`src/rtl/vdp_vram_pkg.sv`:
```
// Shared VRAM slot timing types, frame geometry and the memory command payload
// used by the slot arbiter and the display fetcher.
package vdp_vram_pkg;

  localparam int unsigned CX_W   = 11;
  localparam int unsigned CY_W   = 10;
  localparam int unsigned ADDR_W = 17;
  localparam int unsigned DATA_W = 32;

  localparam int unsigned FRAME_WIDTH_NTSC  = 856;
  localparam int unsigned FRAME_WIDTH_PAL   = 864;
  localparam int unsigned FRAME_HEIGHT_NTSC = 262;
  localparam int unsigned FRAME_HEIGHT_PAL  = 312;

  // Display prefetch window on the last line where the CPU is locked out
  localparam int unsigned GUARD_CX_LO = 716;
  localparam int unsigned GUARD_CX_HI = 727;

  typedef enum logic [1:0] {
    PH_DL = 2'd0,
    PH_DR = 2'd1,
    PH_AP = 2'd2,
    PH_FS = 2'd3
  } slot_phase_t;

  typedef enum logic [1:0] {
    ARB_IDLE     = 2'd0,
    ARB_CPU_CMD  = 2'd1,
    ARB_CPU_WAIT = 2'd2,
    ARB_CPU_ACK  = 2'd3
  } arb_state_t;

  typedef struct packed {
    logic [ADDR_W-1:0] addr;
    logic [DATA_W-1:0] wdata;
    logic              rd;
    logic              wr;
  } vram_cmd_t;

  function automatic logic [CX_W-1:0] last_cx(input logic pal);
    return pal ? CX_W'(FRAME_WIDTH_PAL - 1) : CX_W'(FRAME_WIDTH_NTSC - 1);
  endfunction

  function automatic logic [CY_W-1:0] last_cy(input logic pal);
    return pal ? CY_W'(FRAME_HEIGHT_PAL - 1) : CY_W'(FRAME_HEIGHT_NTSC - 1);
  endfunction

endpackage

```
`src/rtl/vdp_slot_phase.sv`:
```
// Free-running 4-phase VRAM slot counter, realigned to DL at the start of every line
// so that the arbiter and the display fetcher agree on slot boundaries.
module vdp_slot_phase
  import vdp_vram_pkg::*;
(
  input  logic            clk,
  input  logic            reset_n,
  input  logic            pal_mode_i,
  input  logic [CX_W-1:0] cx_i,
  output logic [1:0]      phase_o
);

  slot_phase_t phase_q;
  slot_phase_t phase_d;

  always_comb begin
    phase_d = slot_phase_t'(2'(phase_q + 2'd1));
    if (cx_i == last_cx(pal_mode_i)) begin
      phase_d = PH_DL;
    end
  end

  always_ff @(posedge clk or negedge reset_n) begin
    if (!reset_n) begin
      phase_q <= PH_DL;
    end else begin
      phase_q <= phase_d;
    end
  end

  assign phase_o = phase_q;

endmodule

```
`src/rtl/vdp_vram_slot_arbiter.sv`:
```
// Shares one VRAM slot per 4-cycle group between the display fetcher and the CPU;
// the owner is chosen on the edge closing AP and the access runs in FS.
module vdp_vram_slot_arbiter
  import vdp_vram_pkg::*;
(
  input  logic              clk,
  input  logic              reset_n,
  input  logic              super_high_res_i,
  input  logic              pal_mode_i,
  input  logic [CX_W-1:0]   cx_i,
  input  logic [CY_W-1:0]   cy_i,
  input  logic              disp_need_i,
  input  logic [ADDR_W-1:0] disp_addr_i,
  output logic              disp_strobe_o,
  input  logic              cpu_req_i,
  input  logic              cpu_wr_i,
  input  logic [ADDR_W-1:0] cpu_addr_i,
  input  logic [DATA_W-1:0] cpu_wdata_i,
  output logic              cpu_ack_o,
  output logic [DATA_W-1:0] cpu_rdata_o,
  output logic [ADDR_W-1:0] vram_addr_o,
  output logic              vram_rd_o,
  output logic              vram_wr_o,
  output logic [DATA_W-1:0] vram_wdata_o,
  input  logic [DATA_W-1:0] vram_rdata_i
);

  logic [1:0]  phase_raw;
  slot_phase_t phase;

  vdp_slot_phase u_slot_phase (
    .clk        (clk),
    .reset_n    (reset_n),
    .pal_mode_i (pal_mode_i),
    .cx_i       (cx_i),
    .phase_o    (phase_raw)
  );

  assign phase = slot_phase_t'(phase_raw);

  arb_state_t        state_q, state_d;
  vram_cmd_t         cmd_q, cmd_d;
  logic              cpu_wr_q, cpu_wr_d;
  logic              cpu_ack_q, cpu_ack_d;
  logic [DATA_W-1:0] cpu_rdata_q, cpu_rdata_d;
  logic              disp_pend_q, disp_pend_d;
  logic              disp_strobe_q, disp_strobe_d;

  logic frame_end_guard;
  logic disp_win;
  logic disp_grant;
  logic cpu_grant;

  // Slot ownership decision, evaluated on the edge that closes AP
  always_comb begin
    frame_end_guard = (cy_i == last_cy(pal_mode_i))
                   && (cx_i >= CX_W'(GUARD_CX_LO))
                   && (cx_i <= CX_W'(GUARD_CX_HI));
    disp_win   = super_high_res_i & disp_need_i;
    disp_grant = (phase == PH_AP) & disp_win;
    cpu_grant  = (phase == PH_AP) & ~disp_win & cpu_req_i & ~cpu_ack_q
               & (state_q == ARB_IDLE) & ~frame_end_guard;
  end

  always_ff @(posedge clk or negedge reset_n) begin
    if (!reset_n) begin
      state_q <= ARB_IDLE;
    end else begin
      state_q <= state_d;
    end
  end

  always_comb begin
    state_d = state_q;
    case (state_q)
      ARB_IDLE:     if (cpu_grant)        state_d = ARB_CPU_CMD;
      ARB_CPU_CMD:  if (phase == PH_FS)   state_d = ARB_CPU_WAIT;
      ARB_CPU_WAIT: if (phase == PH_DR)   state_d = ARB_CPU_ACK;
      ARB_CPU_ACK:  if (phase == PH_AP)   state_d = ARB_IDLE;
      default:                            state_d = ARB_IDLE;
    endcase
  end

  always_comb begin
    cmd_d    = cmd_q;
    cmd_d.rd = 1'b0;
    cmd_d.wr = 1'b0;
    if (disp_grant) begin
      cmd_d.addr = disp_addr_i;
      cmd_d.rd   = 1'b1;
    end else if (cpu_grant) begin
      cmd_d.addr = cpu_addr_i;
      cmd_d.rd   = ~cpu_wr_i;
      cmd_d.wr   = cpu_wr_i;
      if (cpu_wr_i) begin
        cmd_d.wdata = cpu_wdata_i;
      end
    end

    cpu_wr_d    = cpu_grant ? cpu_wr_i : cpu_wr_q;
    cpu_ack_d   = (state_q == ARB_CPU_WAIT) && (phase == PH_DR);
    cpu_rdata_d = (cpu_ack_d && !cpu_wr_q) ? vram_rdata_i : cpu_rdata_q;

    // Display ownership is dropped the moment super-high-res goes away
    disp_pend_d = disp_pend_q;
    if (!super_high_res_i) begin
      disp_pend_d = 1'b0;
    end else if (disp_grant) begin
      disp_pend_d = 1'b1;
    end else if (phase == PH_DR) begin
      disp_pend_d = 1'b0;
    end
    disp_strobe_d = disp_pend_q & super_high_res_i & (phase == PH_DR);
  end

  always_ff @(posedge clk or negedge reset_n) begin
    if (!reset_n) begin
      cmd_q         <= '0;
      cpu_wr_q      <= 1'b0;
      cpu_ack_q     <= 1'b0;
      cpu_rdata_q   <= '0;
      disp_pend_q   <= 1'b0;
      disp_strobe_q <= 1'b0;
    end else begin
      cmd_q         <= cmd_d;
      cpu_wr_q      <= cpu_wr_d;
      cpu_ack_q     <= cpu_ack_d;
      cpu_rdata_q   <= cpu_rdata_d;
      disp_pend_q   <= disp_pend_d;
      disp_strobe_q <= disp_strobe_d;
    end
  end

  assign vram_addr_o   = cmd_q.addr;
  assign vram_wdata_o  = cmd_q.wdata;
  assign vram_rd_o     = cmd_q.rd;
  assign vram_wr_o     = cmd_q.wr;
  assign cpu_ack_o     = cpu_ack_q;
  assign cpu_rdata_o   = cpu_rdata_q;
  assign disp_strobe_o = disp_strobe_q;

endmodule
```
`config.mk`:
```
export PLATFORM = sky130hd
export DESIGN_NAME = vdp_vram_slot_arbiter
export DESIGN_NICKNAME = d
export VERILOG_FILES = /design/src/rtl/vdp_vram_pkg.sv /design/src/rtl/vdp_slot_phase.sv /design/src/rtl/vdp_vram_slot_arbiter.sv
export SDC_FILE = /design/constraint.sdc
export NUM_CORES = 1
export LEC_CHECK = 0
export CAP_MARGIN = 25
export CORE_ASPECT_RATIO = 1.1
export CORE_MARGIN = 3
export CORE_UTILIZATION = 39
export DETAILED_ROUTE_END_ITERATION = 8
export HOLD_SLACK_MARGIN = 0.1
export PLACE_DENSITY = 0.89
export REMOVE_ABC_BUFFERS = 1
export SKIP_CTS_REPAIR_TIMING = 1
export SYNTH_ARGS = -nofsm -noshare
export SYNTH_HDL_FRONTEND = slang
export SYNTH_SLANG_ARGS = --single-unit
```
`constraint.sdc`:
```
create_clock -name clk -period 2.7 [get_ports clk]
set_input_delay 0.81 -clock clk [delete_from_list [all_inputs] [get_ports clk]]
set_output_delay 0.81 -clock clk [all_outputs]
set_load 0.02 [all_outputs]
```
=== Word-level counts from Yosys, hierarchy flattened ===
Cells that the tools add are included.

* Bits in registers: 91
* Input bits: 126
* Output and inout bits: 85
* Word-level logic and storage cells: 66

* Add/sub/neg operators: 1
* $lt $le $gt $ge: 2
* Equal/unequal tests: 13
* Multiplexer cells: 16
* Bitwise operators: 14
* Reductions and logical operators: 9

{| class="wikitable"
|+ Operators with widths
! operator !! count
|-
| 51-bit 2-to-1 mux || 1
|-
| 32-bit 2-to-1 mux || 1
|-
| 17-bit 2-to-1 mux || 1
|-
| 11-bit == test || 1
|-
| 11-bit by 10-bit >= comparator with 1-bit output (second input constant) || 1
|-
| 11-bit by 10-bit less-or-equal comparator with 1-bit output (second input constant) || 1
|-
| 10-bit by 9-bit == test with 1-bit output || 1
|-
| 2-bit 2-to-1 mux || 5
|-
| 1-bit bitwise AND || 9
|-
| 2-bit == test (second input constant) || 4
|-
| 2-bit inequality test (second input constant) || 4
|-
| 2-bit one-hot mux with 4 select lines || 1
|-
| 6-bit 2-to-1 mux || 1
|-
| 1-bit 2-to-1 mux || 5
|-
| 1-bit NOT || 5
|-
| 2-bit by 1-bit == test with 1-bit output (second input constant) || 2
|-
| 1-bit logical AND || 4
|-
| 4-bit 2-to-1 mux || 1
|-
| 4-bit AND reduction || 1
|-
| 3-bit by 1-bit inequality test with 1-bit output (second input constant) || 1
|-
| 3-bit AND reduction || 1
|-
| 2-bit by 1-bit adder with 2-bit output (second input constant) || 1
|-
| 2-bit logical NOT || 1
|-
| 2-bit nonzero test || 1
|-
| 1-bit logical NOT || 1
|}

=== Logic depth before layout (Yosys ltp) ===
Gate-level depths: netlist (run 1).

* Depth after elaboration: 9
* Gate-level depth with buffers: 8

=== Modules after synthesis ===
Synthesis (run 1) repeated with hierarchy kept, for this count alone.

* Cell total of the unflattened synthesis: 277
* Area, all modules: 3,895.0 um2

{| class="wikitable"
|+ By module, submodules not included
! module !! instances !! cells an instance !! area each (um2) !! sequential area each (um2)
|-
| vdp_vram_slot_arbiter || 1 || 268 || 3,781.1 || 2,227.1
|-
| vdp_slot_phase || 1 || 9 || 113.9 || 50.0
|}

=== Worst setup path after synthesis (run 1) ===
OpenSTA, ideal clock, no wires.

* Path kind: input -> register
* Start point: input cy_i[3]
* End point: register cmd_q, in the netlist vram_wdata_o[10]
* Arrival: 2,434 ps
* Required time: 2,575 ps
* Path slack: 141 ps
* Stages on the path: 6
* Buffers on the path: 1
* Cells stage by stage: nor4bb_1 -> o2111ai_1 -> o41ai_4 -> nor2_4 -> buf_6 -> mux2_4

* Word-level cells in the longest chain between the ends: 6

{| class="wikitable"
|+ RTL lines
! what !! line !! text
|-
| start: declaration || vdp_vram_slot_arbiter.sv:11 || <nowiki>input logic [CY_W-1:0] cy_i,</nowiki>
|-
| 10-bit by 9-bit == test with 1-bit output || vdp_vram_slot_arbiter.sv:56 || <nowiki>frame_end_guard = (cy_i == last_cy(pal_mode_i))</nowiki>
|-
| 1-bit logical AND || vdp_vram_slot_arbiter.sv:57 || <nowiki>&& (cx_i >= CX_W'(GUARD_CX_LO))</nowiki>
|-
| 1-bit logical AND || vdp_vram_slot_arbiter.sv:58 || <nowiki>&& (cx_i <= CX_W'(GUARD_CX_HI));</nowiki>
|-
| 1-bit NOT || vdp_vram_slot_arbiter.sv:62 || <nowiki>& (state_q == ARB_IDLE) & ~frame_end_guard;</nowiki>
|-
| 1-bit bitwise AND || vdp_vram_slot_arbiter.sv:62 ||
|-
| 3-bit AND reduction (no source line) || n/a ||
|-
| end signal: assignment || vdp_vram_slot_arbiter.sv:125 || <nowiki>cmd_q <= cmd_d;</nowiki>
|-
| end: declaration || vdp_vram_slot_arbiter.sv:42 || <nowiki>vram_cmd_t cmd_q, cmd_d;</nowiki>
|}

Every way passes these cells.
A chain may end at the register's enable or synchronous reset.

=== Worst setup path in the final report (run 1) ===
* Start point: input pal_mode_i
* End point: register cmd_q, in the netlist vram_wdata_o[24]

* Word-level cells in the longest chain between the ends: 7

{| class="wikitable"
|+ RTL lines
! what !! line !! text
|-
| start: declaration || vdp_vram_slot_arbiter.sv:9 || <nowiki>input logic pal_mode_i,</nowiki>
|-
| 6-bit 2-to-1 mux || vdp_vram_pkg.sv:45 || <nowiki>return pal ? CY_W'(FRAME_HEIGHT_PAL - 1) : CY_W'(FRAME_HEIGHT_NTSC - 1);</nowiki>
|-
| 10-bit by 9-bit == test with 1-bit output || vdp_vram_slot_arbiter.sv:56 ||
|-
| 1-bit logical AND || vdp_vram_slot_arbiter.sv:57 ||
|-
| 1-bit logical AND || vdp_vram_slot_arbiter.sv:58 ||
|-
| 1-bit NOT || vdp_vram_slot_arbiter.sv:62 ||
|-
| 1-bit bitwise AND || vdp_vram_slot_arbiter.sv:62 ||
|-
| 3-bit AND reduction (no source line) || n/a ||
|}

Every way passes these cells.

==> qor.csv, run 1 <==
metric,value,unit
die width,101,um
Critical Path Slowest Stage Cell,clkdlybuf4s50_1,
Final ANT Viol Nets,0,
Max Clk Rate,0.378,GHz
DRC violations left,0,
outcome,finished clean,
top cell type by total area after synthesis,dfrtp_1,
grt met3 use,4.74,%
"Data required, critical path",2930,ps
Register-to-Register Path Depth,8,
DR WL/cell,17.3,um
initial antenna violation count,0,
GRT Total Usage,19.2,%
fin. max-slew vios,0,
Port Buf Inserts,210,
Yosys top cell area share,58.8,%
TritonCTS Sinks,91,
vias in the first global route,3382,
final setup vio count,0,
yosys warns,0,
Final Cycle Share,98.1,%
Core ar.,9540,um^2
design area,6430,um^2
"Top FF cell, synth",dfrtp_1,
final worst path period need,2650,ps
CTS tree,done,
Initial Util,40.6,%
actual slew at the worst max-slew pin,561,ps
initial drt markers,74,
CTS H-tree depth,3,
first-pass GRT wire length,16800,um
row cnt,37,
CP cell instances,clkdlybuf4s50_1 > nor4_2 > o2111ai_1 > o41ai_4 > nor2_4 > buf_12 > buf_4 > mux2_4,
vias after detailed routing,2989,
Die ar.,11200,um^2
GPL Wtd Cong,0.699,
distinct cell type count after synthesis,33,
Seq cells post-synth,91,
Synth area leaders,"dfrtp_1 (59%), mux2_4 (11%), mux2_2 (11%), mux2i_1 (3.6%), ha_1 (2.6%)",
total gr overflow,0,
via/cell ratio,4.84,
CP arrival,2880,ps
CP max FO,16,
final clock skew,13.6,ps
placed cell area,6210,um^2
TNS Setup,0,ps
total power,0.00636,W
Critical Path End Type,flip-flop,
CP startpoint kind,input pin,
Synth async-reset ratio,100,%
critical path type,in -> reg,
ant diodes,0,
met1 Use GR,19.7,%
Clock Latency Late Sink,350,ps
Power Density,989,nW/um^2
Area growth syn-to-layout,66.1,%
Leakage Power,2.83,nW
Num CTS Buffers,9,
final hold slack,443,ps
final hold vios,0,
number of flops mapped to enable cells by yosys,0,
Worst-path clk slew,100,ps
post-route setup slack,52.6,ps
CP max stage delay,480,ps
share of post-route cells with drive strength above 1,20.6,%
"worst slack, placed",-425,ps
Synth Cell Area,3870,um^2
met2 usage,37.1,%
Chip Height,111,um
I/O pin cnt,211,
synthesized area per cell,14.3,um^2
Clock Tree Buf Depth,2,
Final nets,630,
Clock Root Buffer,clkbuf_8,
VDD IR max,0.000621,V
slew margin rel.,62.6,%
drt first pass iters,5,
pin count of the biggest net entering global routing,51,
Hold WC Path Type,in -> async,
HPWL after DPL,8320,um
Detailed Route WL,10700,um
max cap viols,0,
sequential area share after synthesis,58.8,%
Mapped Cells,270,
Most Crowded Layer GR,met2,
==> placed cells by master, fill, tap and decap left out, types with 2 or more instances in the layout <==
master | synthesis | routed
a21oi_1 | 3 | 3
and3_1 | 2 | 2
buf_12 | 0 | 3
buf_4 | 0 | 14
clkbuf_8 | 0 | 11
clkdlybuf4s50_1 | 0 | 209
clkinv_2 | 0 | 2
dfrtp_1 | 91 | 91
ha_1 | 8 | 8
inv_1 | 10 | 10
mux2_2 | 37 | 37
mux2_4 | 28 | 28
mux2i_1 | 14 | 14
nand2_1 | 19 | 19
nand3_1 | 3 | 3
nand4b_1 | 2 | 2
nor2_1 | 6 | 6
o211ai_1 | 2 | 2
o21ai_0 | 15 | 15
o22ai_1 | 3 | 3
==> cells in the mapped netlist, types with 3 or more instances <==
cell type,n
dfrtp_1,91
mux2_2,37
mux2_4,28
nand2_1,19
o21ai_0,15
mux2i_1,14
inv_1,10
ha_1,8
nor2_1,6
buf_6,4
clkbuf_1,4
a21oi_1,3
buf_1,3
nand3_1,3
o22ai_1,3
==> state kept, by name (all words and copies together), names as in the netlist, 2 cells and up <==
| signal | count |
|---|---|
| vram_addr_o | 17 |
| cpu_rdata_o | 32 |
| state_q | 2 |
| vram_wdata_o | 32 |
| u_slot_phase.phase_o | 2 |
==> cell type report <==
| class | count | area (um^2) |
|---|---|---|
| Multi-Input combinational cell | 157 | 1500 |
| Clock inverter | 4 | 48.8 |
| Sequential cell | 91 | 2280 |
| Fill cell | 715 | 3100 |
| Inverter | 10 | 37.5 |
| Timing Repair Buffer | 227 | 2270 |
| Tap cell | 117 | 146 |
| Clock buffer | 12 | 155 |
==> per-stage QoR <==
step | util (%) | std cells
after floorplan | - | 258
final | 67.5 | 618
after global routing | 67.5 | 618
after global placement | 65.1 | 602
after CTS | 67.2 | 618
after detailed placement | 65.1 | 602
==> report_power, final <==
| part | internal, W | total (W) | leakage [nW] | switching [W] |
|---|---|---|---|---|
| clock network | 0.000478 | 0.000944 | 0.106 | 0.000465 |
| registers | 0.00197 | 0.00232 | 1.13 | 0.000349 |
| logic | 0.00173 | 0.00310 | 1.60 | 0.00138 |
| total | 0.00417 | 0.00636 | 2.83 | 0.00219 |
==> path summary, 6_finish.rpt <==
path | slack (ps) | to | start
max | 50 | vram_wdata_o[24] | pal_mode_i
min | 440 | vram_wdata_o[7] | reset_n
max reg2reg | 520 | state_q[1] | state_q[0]
min reg2reg | 490 | cpu_wr_q | cpu_wr_q
max in group asynchronous | 1600 | vram_wdata_o[15] | reset_n
min in group clk | 490 | cpu_wr_q | cpu_wr_q
==> critical path, delay by kind of cell <==
| family | cells | cell delay, ps |
|---|---|---|
| buffers and inverters | 3 | 810 |
| AOI/OAI and AO/OA | 2 | 570 |
| and+or+nand+nor | 2 | 400 |
| muxes | 1 | 290 |
==> cells by family (layout without fill, tap and decap cells) <==
group                    count (synthesis)  after routing  share of synthesized area (%)
flip-flops                              91             91                           58.8
multiplexers                            79             79                           25.2
XOR/XNOR                                 1              1                          0.226
buffers and inverters                   22            253                           2.94
AND/OR/NAND/NOR                         41             41                           5.46
AO/OA/AOI/OAI                           28             28                           4.75
adder cells (fa/ha/maj)                  8              8                           2.58
==> metal layers <==
metal  vias up  part of all wire, %  wire length [um]
met4         0                  1.3               144
met1      1466                   35              3760
li1       1395                    -                 -
met3        12                  6.9               742
met2       116                   57              6060
met5         -                    0                 0
No activity file was read; power rests on OpenSTA's default activity.
==> run 2, diff against run 1 <==
--- a/config.mk
+++ b/config.mk
@@ -10,6 +10,7 @@
 export CORE_MARGIN = 3
 export CORE_UTILIZATION = 39
 export DETAILED_ROUTE_END_ITERATION = 8
+export GPL_ROUTABILITY_DRIVEN = 0
 export HOLD_SLACK_MARGIN = 0.1
 export PLACE_DENSITY = 0.89
 export REMOVE_ABC_BUFFERS = 1
==> results of run 2 <==
No change in the layout: final DEF, timing and power equal those of run 1.
==> run 3, diff against run 2 <==
--- a/config.mk
+++ b/config.mk
@@ -8,11 +8,12 @@
 export CAP_MARGIN = 25
 export CORE_ASPECT_RATIO = 1.1
 export CORE_MARGIN = 3
-export CORE_UTILIZATION = 39
+export CORE_UTILIZATION = 35
 export DETAILED_ROUTE_END_ITERATION = 8
 export GPL_ROUTABILITY_DRIVEN = 0
 export HOLD_SLACK_MARGIN = 0.1
-export PLACE_DENSITY = 0.89
+export MAX_ROUTING_LAYER = met4
+export PLACE_DENSITY = 0.84
 export REMOVE_ABC_BUFFERS = 1
 export SKIP_CTS_REPAIR_TIMING = 1
 export SYNTH_ARGS = -nofsm -noshare
==> constraint.sdc (replaced) <==
create_clock -name clk -period 2.3 [get_ports clk]
set_input_delay 0.69 -clock clk [delete_from_list [all_inputs] [get_ports clk]]
set_output_delay 0.69 -clock clk [all_outputs]
set_load 0.02 [all_outputs]
==> run 3 against run 2 <==
Effect of this change: clock-buffer cell count decreased by 1; worst setup slack worse by 33 ps; clock skew fell by 3.8 ps; combinational power up 19%; sequential share of layout area is 1.9 points lower; highest routed layer unchanged; sequential power increased by 17%; design area is 5.7% higher.
==> qor.csv, run 3 (synthesis results as in run 1) <==
metric,value,unit,change
outcome,finished clean,,
Final ANT Viol Nets,0,,unchanged
final clock skew,9.88,ps,-3.76 ps
Hold WC Path Type,in -> async,,
met3 WL post-DR,591,um,-20%
initial drt markers,98,,+32%
worst r2r dst,vram_wdata_o[1],,
Layout Utilization,64.2,%,-3.2 points
actual slew at the worst max-slew pin,537,ps,-23.4 ps
number of fill cells,842,,+18%
"Data required, critical path",2510,ps,-420 ps
slew margin rel.,64.2,%,+1.6 points
share of post-route cells with drive strength above 1,21.5,%,+0.96 points
"most common cell after layout, fill and taps aside",clkdlybuf4s50_1,,
HPWL after DPL,8120,um,-2.4%
die width,106,um,+5.2%
Worst-path clk slew,70,ps,-30 ps
Max Clk Rate,0.439,GHz,
max cap viols,0,,unchanged
critical path type,in -> reg,,
GRT Total Usage,17.7,%,-1.5 points
multi-input logic area,1560,um^2,+3.8%
Final Cycle Share,99.2,%,
vias in the first global route,3315,,-2.0%
DRC violations left,0,,unchanged
TritonCTS Sinks,91,,unchanged
met2 wire len,6370,um,+5.1%
Power Density,1190,nW/um^2,+21%
pin count of the biggest net entering global routing,48,,-5.9%
drt first pass iters,4,,-1
Num CTS Buffers,9,,unchanged
Clock Root Buffer,clkbuf_16,,
initial antenna violation count,0,,unchanged
final setup vio count,0,,unchanged
DP Cell Count,626,,+4.0%
Initial Util,36.6,%,-4.0 points
I/O pin cnt,211,,unchanged
final hold slack,322,ps,-121 ps
CTS tree,done,,
Routed met1 length,4270,um,+13%
Clock Tree Buf Depth,2,,unchanged
Chip Height,116,um,+5.3%
Clock Latency Late Sink,340,ps,about the same
final worst path period need,2280,ps,
fin. max-slew vios,0,,unchanged
Register-to-Register Path Depth,10,,+2
CP cell instances,clkdlybuf4s50_1 > nor2b_4 > o2111ai_4 > o41ai_4 > buf_4 > nor2_4 > buf_12 > clkbuf_16 > mux2_4,,
row cnt,39,,+5.4%
Critical Path Sink,vram_wdata_o[12],,
total gr overflow,0,,unchanged
CP max FO,8,,-8
CTS H-tree depth,3,,unchanged
Critical Path Slowest Stage Cell,clkdlybuf4s50_1,,
start point of the critical path,cy_i[7],,
first-pass GRT wire length,16500,um,-1.3%
DR WL/cell,17.6,um,+1.4%
Area growth syn-to-layout,75.6,%,
vias after detailed routing,2987,,-0.067%
VDD IR max,0.000640,V,+3.1%
Die ar.,12400,um^2,+11%
final hold vios,0,,unchanged
Register-to-Register Setup Slack,100,ps,-420 ps
Core ar.,10600,um^2,+11%
Port Buf Inserts,210,,unchanged
Leakage Power,3.09,nW,+9.2%
Max Used Layer,met4,,
Detailed Route WL,11300,um,+5.8%
most frequent cells in the layout,"clkdlybuf4s50_1 (193), dfrtp_1 (91), mux2_2 (37)",,
Register Area,2280,um^2,unchanged
CP arrival,2490,ps,-390 ps
Final nets,632,,+0.32%
ant diodes,0,,unchanged
Non-Filler Instances,645,,+4.4%
via/cell ratio,4.63,,-4.3%
Critical Path End Type,flip-flop,,
CP startpoint kind,input pin,,
worst reg2reg path startpoint,state_q[0],,
CP max stage delay,450,ps,-30 ps
run 3: where the power goes:
| group | total, W | switching, W | internal, W |
|---|---|---|---|
| logic | 0.00369 | 0.00164 | 0.00205 |
| clock network | 0.00171 | 0.000593 | 0.00112 |
| registers | 0.00271 | 0.000392 | 0.00231 |
| total | 0.00811 | 0.00263 | 0.00548 |
run 3: worst min-delay path by stage:
stage | end | slack [ps] | cells after the start
final | vram_wdata_o[3] | 320 | 1
after detailed placement | cpu_wr_q | 460 | 1
after global placement | cpu_wr_q | 450 | 1
after CTS | vram_wdata_o[3] | 340 | 1
after global routing | vram_wdata_o[14] | 360 | 1
after floorplan | cpu_ack_o | 390 | 0
run 3: layout make-up:
cell class,count,area share [%]
Inverter,10,0.552
Clock buffer,11,3.72
Timing Repair Buffer,229,35.3
Sequential cell,91,33.5
Clock inverter,4,1.43
Multi-Input combinational cell,157,22.9
Tap cell,143,2.63
run 3: worst max-delay path: cells and delay by family:
kind / cells / cell delay, ps
mux: 1 / 290
buf+inv: 4 / 950
simple gates: 2 / 200
compound gates: 2 / 350
run 3: stage by stage:
stage | setup TNS [ps] | setup WS, ps | total power, W | cell area [um^2]
CTS | -11160 | -300 | 0.00817 | 6590
global route | -837 | -43.1 | 0.00852 | 6800
detailed placement | -29570 | -642 | 0.00641 | 6240
floorplan | -42910 | -991 | 0.00446 | 3800
global placement | -26740 | -564 | 0.00632 | 6240
finish | 0 | 19.5 | 0.00811 | 6800
run 3: layer usage:
metal  up-vias  track usage [%]
met5         -                -
met4         0             4.66
met3        10             4.75
met2       112             32.8
met1      1470             18.6
li1       1395                -
